## src/rtl/gpr_pkg.sv

```systemverilog
// rtl/gpr_pkg.sv - shared types and constants for the GPR file and its debug port
package gpr_pkg;

  typedef enum logic [1:0] {
    OK         = 2'd0,
    NOT_HALTED = 2'd1,
    BAD_ADDR   = 2'd2,
    CONFLICT   = 2'd3
  } dbg_err_e;

  typedef enum logic [1:0] {
    IDLE = 2'd0,
    EXEC = 2'd1,
    RESP = 2'd2
  } dbg_state_e;

  localparam logic [15:0] DBG_REGNO_GPR_BASE = 16'h1000;

endpackage

```

## src/rtl/gpr_dbg_fsm.sv

```systemverilog
// rtl/gpr_dbg_fsm.sv - debug request/response handshake, regno decode and status generation
module gpr_dbg_fsm
  import gpr_pkg::*;
#(
  parameter int          XLEN     = 32,
  parameter int          NUM_REGS = 32,
  parameter logic [15:0] DBG_BASE = DBG_REGNO_GPR_BASE,
  localparam int         AW       = $clog2(NUM_REGS)
) (
  input  logic            clk_i,
  input  logic            rst_ni,
  input  logic            halted_i,
  input  logic            rd_we_i,
  input  logic [AW-1:0]   rd_addr_i,
  input  logic            dbg_req_i,
  output logic            dbg_ready_o,
  input  logic            dbg_we_i,
  input  logic [15:0]     dbg_addr_i,
  input  logic [XLEN-1:0] dbg_wdata_i,
  output logic            dbg_rvalid_o,
  input  logic            dbg_rready_i,
  output logic [XLEN-1:0] dbg_rdata_o,
  output dbg_err_e        dbg_err_o,
  output logic [AW-1:0]   gpr_idx_o,
  input  logic [XLEN-1:0] gpr_rdata_i,
  output logic            gpr_we_o,
  output logic [XLEN-1:0] gpr_wdata_o
);

  dbg_state_e      state_q, state_d;
  logic            we_q, we_d;
  logic [15:0]     addr_q, addr_d;
  logic [XLEN-1:0] wdata_q, wdata_d;
  logic            ready_q, ready_d;
  logic            rvalid_q, rvalid_d;
  logic [XLEN-1:0] rdata_q, rdata_d;
  dbg_err_e        err_q, err_d;
  logic            in_range;
  dbg_err_e        status;

  always_comb begin
    gpr_idx_o = AW'(addr_q - DBG_BASE);
    in_range  = (addr_q >= DBG_BASE) &&
                ({1'b0, addr_q} < ({1'b0, DBG_BASE} + 17'(NUM_REGS)));
    // The core write always wins a same-index collision; the debug write is dropped.
    if (!halted_i)
      status = NOT_HALTED;
    else if (!in_range)
      status = BAD_ADDR;
    else if (we_q && rd_we_i && (rd_addr_i == gpr_idx_o) && (gpr_idx_o != '0))
      status = CONFLICT;
    else
      status = OK;
    gpr_we_o    = (state_q == EXEC) && we_q && (status == OK) && (gpr_idx_o != '0);
    gpr_wdata_o = wdata_q;
  end

  always_comb begin
    state_d  = state_q;
    we_d     = we_q;
    addr_d   = addr_q;
    wdata_d  = wdata_q;
    ready_d  = ready_q;
    rvalid_d = rvalid_q;
    rdata_d  = rdata_q;
    err_d    = err_q;
    case (state_q)
      IDLE: begin
        if (dbg_req_i) begin
          we_d    = dbg_we_i;
          addr_d  = dbg_addr_i;
          wdata_d = dbg_wdata_i;
          ready_d = 1'b0;
          state_d = EXEC;
        end
      end
      EXEC: begin
        rdata_d  = (!we_q && status == OK) ? gpr_rdata_i : '0;
        err_d    = status;
        rvalid_d = 1'b1;
        state_d  = RESP;
      end
      RESP: begin
        if (dbg_rready_i) begin
          rvalid_d = 1'b0;
          rdata_d  = '0;
          err_d    = OK;
          ready_d  = 1'b1;
          state_d  = IDLE;
        end
      end
      default: begin
        state_d  = IDLE;
        ready_d  = 1'b1;
        rvalid_d = 1'b0;
      end
    endcase
  end

  always_ff @(posedge clk_i) begin
    if (!rst_ni) begin
      state_q  <= IDLE;
      we_q     <= 1'b0;
      addr_q   <= '0;
      wdata_q  <= '0;
      ready_q  <= 1'b1;
      rvalid_q <= 1'b0;
      rdata_q  <= '0;
      err_q    <= OK;
    end else begin
      state_q  <= state_d;
      we_q     <= we_d;
      addr_q   <= addr_d;
      wdata_q  <= wdata_d;
      ready_q  <= ready_d;
      rvalid_q <= rvalid_d;
      rdata_q  <= rdata_d;
      err_q    <= err_d;
    end
  end

  assign dbg_ready_o  = ready_q;
  assign dbg_rvalid_o = rvalid_q;
  assign dbg_rdata_o  = rdata_q;
  assign dbg_err_o    = err_q;

endmodule

```

## src/rtl/gpr_file_dbg.sv

```systemverilog
// rtl/gpr_file_dbg.sv - GPR array with two combinational read ports, core write port and debug port
module gpr_file_dbg
  import gpr_pkg::*;
#(
  parameter int          XLEN     = 32,
  parameter int          NUM_REGS = 32,
  parameter int          BYPASS   = 1,
  parameter logic [15:0] DBG_BASE = DBG_REGNO_GPR_BASE,
  localparam int         AW       = $clog2(NUM_REGS)
) (
  input  logic            clk_i,
  input  logic            rst_ni,
  input  logic [AW-1:0]   rs1_addr_i,
  input  logic [AW-1:0]   rs2_addr_i,
  output logic [XLEN-1:0] rs1_data_o,
  output logic [XLEN-1:0] rs2_data_o,
  input  logic [AW-1:0]   rd_addr_i,
  input  logic [XLEN-1:0] rd_data_i,
  input  logic            rd_we_i,
  input  logic            halted_i,
  input  logic            dbg_req_i,
  output logic            dbg_ready_o,
  input  logic            dbg_we_i,
  input  logic [15:0]     dbg_addr_i,
  input  logic [XLEN-1:0] dbg_wdata_i,
  output logic            dbg_rvalid_o,
  input  logic            dbg_rready_i,
  output logic [XLEN-1:0] dbg_rdata_o,
  output dbg_err_e        dbg_err_o
);

  logic [XLEN-1:0] regs_q [NUM_REGS];
  logic [XLEN-1:0] regs_d [NUM_REGS];
  logic [AW-1:0]   gpr_idx;
  logic            gpr_we;
  logic [XLEN-1:0] gpr_wdata;
  logic            core_wr;

  gpr_dbg_fsm #(
    .XLEN     (XLEN),
    .NUM_REGS (NUM_REGS),
    .DBG_BASE (DBG_BASE)
  ) u_dbg_fsm (
    .clk_i        (clk_i),
    .rst_ni       (rst_ni),
    .halted_i     (halted_i),
    .rd_we_i      (rd_we_i),
    .rd_addr_i    (rd_addr_i),
    .dbg_req_i    (dbg_req_i),
    .dbg_ready_o  (dbg_ready_o),
    .dbg_we_i     (dbg_we_i),
    .dbg_addr_i   (dbg_addr_i),
    .dbg_wdata_i  (dbg_wdata_i),
    .dbg_rvalid_o (dbg_rvalid_o),
    .dbg_rready_i (dbg_rready_i),
    .dbg_rdata_o  (dbg_rdata_o),
    .dbg_err_o    (dbg_err_o),
    .gpr_idx_o    (gpr_idx),
    .gpr_rdata_i  (regs_q[gpr_idx]),
    .gpr_we_o     (gpr_we),
    .gpr_wdata_o  (gpr_wdata)
  );

  assign core_wr = rd_we_i && (rd_addr_i != '0);

  // Debug and core writes never target the same index: the FSM reports CONFLICT instead.
  always_comb begin
    regs_d = regs_q;
    if (core_wr)
      regs_d[rd_addr_i] = rd_data_i;
    if (gpr_we)
      regs_d[gpr_idx] = gpr_wdata;
    regs_d[0] = '0;
  end

  always_ff @(posedge clk_i) begin
    if (!rst_ni)
      regs_q <= '{default: '0};
    else
      regs_q <= regs_d;
  end

  always_comb begin
    rs1_data_o = regs_q[rs1_addr_i];
    rs2_data_o = regs_q[rs2_addr_i];
    if (BYPASS != 0 && core_wr && rs1_addr_i == rd_addr_i)
      rs1_data_o = rd_data_i;
    if (BYPASS != 0 && core_wr && rs2_addr_i == rd_addr_i)
      rs2_data_o = rd_data_i;
  end

endmodule

```

## config.mk

```make
export PLATFORM = sky130hd
export DESIGN_NAME = gpr_file_dbg
export DESIGN_NICKNAME = d
export VERILOG_FILES = /design/src/rtl/gpr_pkg.sv /design/src/rtl/gpr_dbg_fsm.sv /design/src/rtl/gpr_file_dbg.sv
export SDC_FILE = /design/constraint.sdc
export NUM_CORES = 2
export LEC_CHECK = 0
export CAP_MARGIN = 20
export CORE_ASPECT_RATIO = 2
export CORE_UTILIZATION = 40
export DETAILED_ROUTE_END_ITERATION = 8
export GPL_ROUTABILITY_DRIVEN = 1
export MAX_ROUTING_LAYER = met4
export SLEW_MARGIN = 20
export SYNTH_ARGS = -nofsm -noshare
export SYNTH_HDL_FRONTEND = slang
export SYNTH_SLANG_ARGS = --single-unit
```

## constraint.sdc

```tcl
create_clock -name clk_i -period 6.4 [get_ports clk_i]
set_input_delay 1.28 -clock clk_i [delete_from_list [all_inputs] [get_ports clk_i]]
set_output_delay 1.28 -clock clk_i [all_outputs]
set_load 0.005 [all_outputs]
```

# == After elaboration in Yosys (flattened, before gate mapping) ==
# Cells that the tools add are included.
# totals
input_bits,102
ff_bits,1111
# op_classes
eq_ne,7
n_lt_le_gt_ge,8
addsub,1
muxes,34
bitwise_logic,6
reduce_logical,24
# op_table
cell,count
$bwmux W1024,2
$mux W1024,1
$mux W992,1
$bmux W32 S5,3
$mux W32,12
$demux W32 S5,2
$pmux W32 S2,1
$ge A6 B6 Y1 const B,4
$not A5 Y6,4
$ge A16 B13 Y1 const B,1
$lt A16 B13 Y1 const B,1
$eq A5 B5 Y1,3
$logic_and A1 B1 Y1,13
$lt A6 B1 Y1 const B,2
$mux W2,5
$reduce_bool A5 Y1,2
$reduce_and A2 Y1,4
$pmux W1 S3,2
$pmux W2 S3,1
$sub A5 B1 Y5 const B,1
$logic_not A2 Y1,2
$ne A2 B2 Y1 const B,2
$pmux W2 S2,1
$mux W1,3
6 further kinds,7

# == Longest topological paths before layout ==
# logic_depth
depth_word,11
mapped_depth,10
mapped_depth_nobuf,5

# == Modules after synthesis ==
# A second synthesis with hierarchy kept.
# unflattened
hier_cells,7662
area_unflattened_um2,71981.5
# modules_own_cells
module,n_inst,area_each_um2,cells_per_inst
gpr_file_dbg,1,68838.5,7329
gpr_dbg_fsm,1,3143.0,333

# == Worst setup path before layout ==
# No wires, ideal clock.
# synth_path
path_type,input to output
start,input rs2_addr_i[0]
end,output rs2_data_o[11]
path_buffers,4
arrival_ns,3.192
path_stages,9
slack_ns,1.928
cell_sequence,buf_2 clkbuf_1 buf_2 buf_2 mux2i_1 nor2_1 a2111oi_0 o31ai_1 o22a_1
# synth_via
elab_chain_len,5
word_cells_on_any_way,7
cone_classes,1 x eq/ne; 4 x mux; 1 x bitwise; 1 x reduce/logical
# synth_lines
element,line,text
from (decl),gpr_file_dbg.sv:14,"input logic [AW-1:0] rs2_addr_i,"
$not A5 Y6 (implied by the code),gpr_file_dbg.sv:85,rs2_data_o = regs_q[rs2_addr_i];
$bmux W32 S5,gpr_file_dbg.sv:85,
$mux W32 (implied by the code) (2 in a row),gpr_file_dbg.sv:85,
$mux W32 *,gpr_file_dbg.sv:88,if (BYPASS != 0 && core_wr && rs2_addr_i == rd_addr_i)
to (decl),gpr_file_dbg.sv:16,"output logic [XLEN-1:0] rs2_data_o,"
# Every way passes the cells marked *; elsewhere a longest branch is shown, timed or not. The select of a mux whose other input is x is not followed.

# == Worst setup path after layout ==
# layout_path
start,input rs1_addr_i[0]
end,output rs1_data_o[4]
# layout_via
elab_chain_len,5
word_cells_on_any_way,7
cone_classes,1 x eq/ne; 4 x mux; 1 x bitwise; 1 x reduce/logical
# layout_lines
element,line,text
from (decl),gpr_file_dbg.sv:13,"input logic [AW-1:0] rs1_addr_i,"
$not A5 Y6 (implied by the code),gpr_file_dbg.sv:84,rs1_data_o = regs_q[rs1_addr_i];
$bmux W32 S5,gpr_file_dbg.sv:84,
$mux W32 (implied by the code) (2 in a row),gpr_file_dbg.sv:84,
$mux W32 *,gpr_file_dbg.sv:86,if (BYPASS != 0 && core_wr && rs1_addr_i == rd_addr_i)
to (decl),gpr_file_dbg.sv:15,"output logic [XLEN-1:0] rs1_data_o,"
# Marked as above.

==> results.toml <==
[route]
vias = 66800
vias_per_cell = 7.31
initialDrtViolationCount = 10300
drc = 2
routed_wl_um = 353000
first_pass_iters = 9
antenna_left = 0
wire_per_inst_um = 38.6

[timing]
setup_ws_ns = 0.479
drv_slew = 0
max_freq_mhz = 169
finalCritPeriodShare = 0.925
slew_headroom = 0.141
finalClockSkew_ns = 0.0331
final_hold_viol_count = 0
finalSetupViolCount = 0
worstMarginPinSlew_ns = 1.28
rsz0062_at_grt = "no"
fin_crit_ns = 5.92
setup_tns_ns = 0

[clocking]
clock-root-buffer = "clkbuf_16"
clkSinkCount = 1079
clk_latency_ns = 0.77
cts_buffers = 102
cts_hold_buf = 0
clk_pin_slew_ns = 0.06
cts_tree = "yes"
postCtsSetupBuffers = 0
cts_buffer_depth = 3
htreeDepth = 3
cts_resized = 0

[yosys]
yosys_warnings = 0
synth_area_per_cell_um2 = 9.95
synth_edf_count = 0
synthArstFlopShare = 0
netlist.area_leader.share = 0.307
ys_seq_area_frac = 0.307
synth_ff_type = "dfxtp_1"
synth_top_area_cell = "dfxtp_1"
synth_seq_cells = 1079
syn_inst = 7079
synth_area_leaders = "dfxtp_1, mux4_2, mux2_2"
ys_types = 60
syn_area_um2 = 70500
synth_nets = 7181

[die]
die-height_um = 596
start_util = 0.403
die_area_um2 = 178000
die_width_um = 299
fp-row-count = 217
ios = 202
core_region_area_um2 = 175000

[worst_setup_path]
crit_buf_inv = 3
crit_chain = "buf_8 -> nor3b_2 -> buf_4 -> a221oi_1 -> a21oi_1 -> o221ai_1 -> a31oi_1 -> clkdlybuf4s50_1"
crit_type = "in2out"
critPathSlowestCell = "a31oi_1"
cp.arrival_ns = 4.64
path_delay_family = "compound AO/OA/AOI/OAI gates"
critical-path-max-stage-delay_ns = 0.67
critPathMaxFanout = 26
cp-end-kind = "output pin"
worst_ep_required_time_ns = 5.12
startpoint_type = "input port"

[cells_and_area]
drive_above_1_share = 0.329
nFillCells = 16500
fin_area_um2 = 78700
syn_to_final_growth_pct = 11.7
final_common_cell = "dfxtp_1"
layout_common_cells = "dfxtp_1, mux2_2, nand3_1"
final_net_count = 6822

[pwr]
peakVddDrop_mv = 0.210
powerDensity_nw_per_um2 = 200
power.static_leakage_nw = 27.3

[global_routing]
grt_pass1_wl_um = 491000
grt_pass1_vias = 64100
grt_max_degree = 172
antenna_found_initial = 25
grt_overflow_total = 0
grt_usage = 0.398

[place]
io_buffers = 201
pre_cts_ws_ns = 0.566
hpwl_um = 214000
dpl_cell_area_um2 = 75000
gp_congestion = 1.01

[outcome]
outcome = "finished, violations left"
violations = "DRC"

[worst_hold_path]
hold_path.class = "reg2reg"

[job]
drv_cap = 0
stage by stage:
step                      cells  total power, W  hold WS (ns)  utilization
final                      9135          0.0157         0.466        0.450
after global routing       9126          0.0160         0.482        0.450
after CTS                  9102          0.0156         0.465        0.449
after detailed placement   8913         0.00908         0.456        0.429
after global placement     8911         0.00906         0.451        0.429
after floorplan            7079         0.00814         0.439            -
routing by layer:
| layer | vias up | track usage | wire (um) |
|---|---|---|---|
| li1 | 26600 | - | - |
| met1 | 32800 | 0.429 | 115000 |
| met2 | 5439 | 0.601 | 158000 |
| met3 | 1950 | 0.103 | 40300 |
| met4 | 0 | 0.363 | 39000 |
| met5 | - | - | 0 |
kinds of logic (layout without fill, tap and decap cells):
logic type / after synthesis / in the layout / share of synthesized area
XOR/XNOR: 15 / 15 / 0.00186
multiplexers: 1774 / 1774 / 0.384
AND/OR/NAND/NOR: 1528 / 1528 / 0.103
other: 0 / 31 / 0
flip-flops: 1079 / 1079 / 0.307
buffers and inverters: 943 / 669 / 0.0535
AO/OA/AOI/OAI: 1740 / 1740 / 0.151
path summary, 6_finish.rpt:
check / start / to / slack (ns) / cells after the start
worst max-delay path: rs1_addr_i[0] / rs1_data_o[4] / 0.48 / 8
worst min-delay path: u_dbg_fsm.gpr_wdata_o[22]$_SDFFE_PN0P_ / u_dbg_fsm.gpr_wdata_o[22]$_SDFFE_PN0P_ / 0.47 / 2
worst max register to register: u_dbg_fsm.addr_q[2]$_SDFFE_PN0P_ / regs_q[275]$_SDFF_PN0_ / 2.53 / 8
worst min register to register: u_dbg_fsm.gpr_wdata_o[22]$_SDFFE_PN0P_ / u_dbg_fsm.gpr_wdata_o[22]$_SDFFE_PN0P_ / 0.47 / 2
state kept, by name, indices dropped and copies added (netlist names):
name	flops
regs_q	992
u_dbg_fsm.dbg_rdata_o	32
u_dbg_fsm.gpr_wdata_o	32
u_dbg_fsm.addr_q	16
u_dbg_fsm.dbg_err_o	2
u_dbg_fsm.state_q	2
u_dbg_fsm.dbg_ready_o	1
u_dbg_fsm.dbg_rvalid_o	1
u_dbg_fsm.we_q	1
where the power goes:
group          switching (W)  internal (W)  total [W]
Sequential         0.0000804       0.00678    0.00686
Clock                0.00306       0.00366    0.00673
Combinational        0.00143      0.000722    0.00215
area by class of cell:
cell class,count,area (um^2),area share
multi-input cells,5057,45600,0.580
flip-flops and latches,1079,21600,0.274
repair buffers,476,4990,0.0633
clock buffers,141,2930,0.0372
well taps,2299,2880,0.0365
clock inverters,48,613,0.00779
diodes,31,77.6,0.000985
inverters,4,15.0,0.000191
synthesized netlist by cell type, drive strengths merged, types with 4 or more instances:
cell type  number
a2111oi        30
a21boi         81
a21oi          41
a221oi         35
a31oi          32
a32o            7
and3            5
and3b           4
buf           312
clkbuf        627
dfxtp        1079
inv             4
mux2         1028
mux2i         104
mux4          642
nand2         250
nand2b         11
nand3         996
nand3b         12
nand4           4
nor2          193
nor2b           8
nor3           14
nor3b           9
o2111ai        48
o21ai        1030
o221ai         60
o22a           49
o22ai         256
o31ai          56
or2             4
or3b            6
xor2           13
tightest hold or removal path: stages, from the launching register on:
cell	delay (ns)
dfxtp_1	0.31
nand2_1	0.05
a21boi_0	0.06
(Power assumes the default switching activity.)
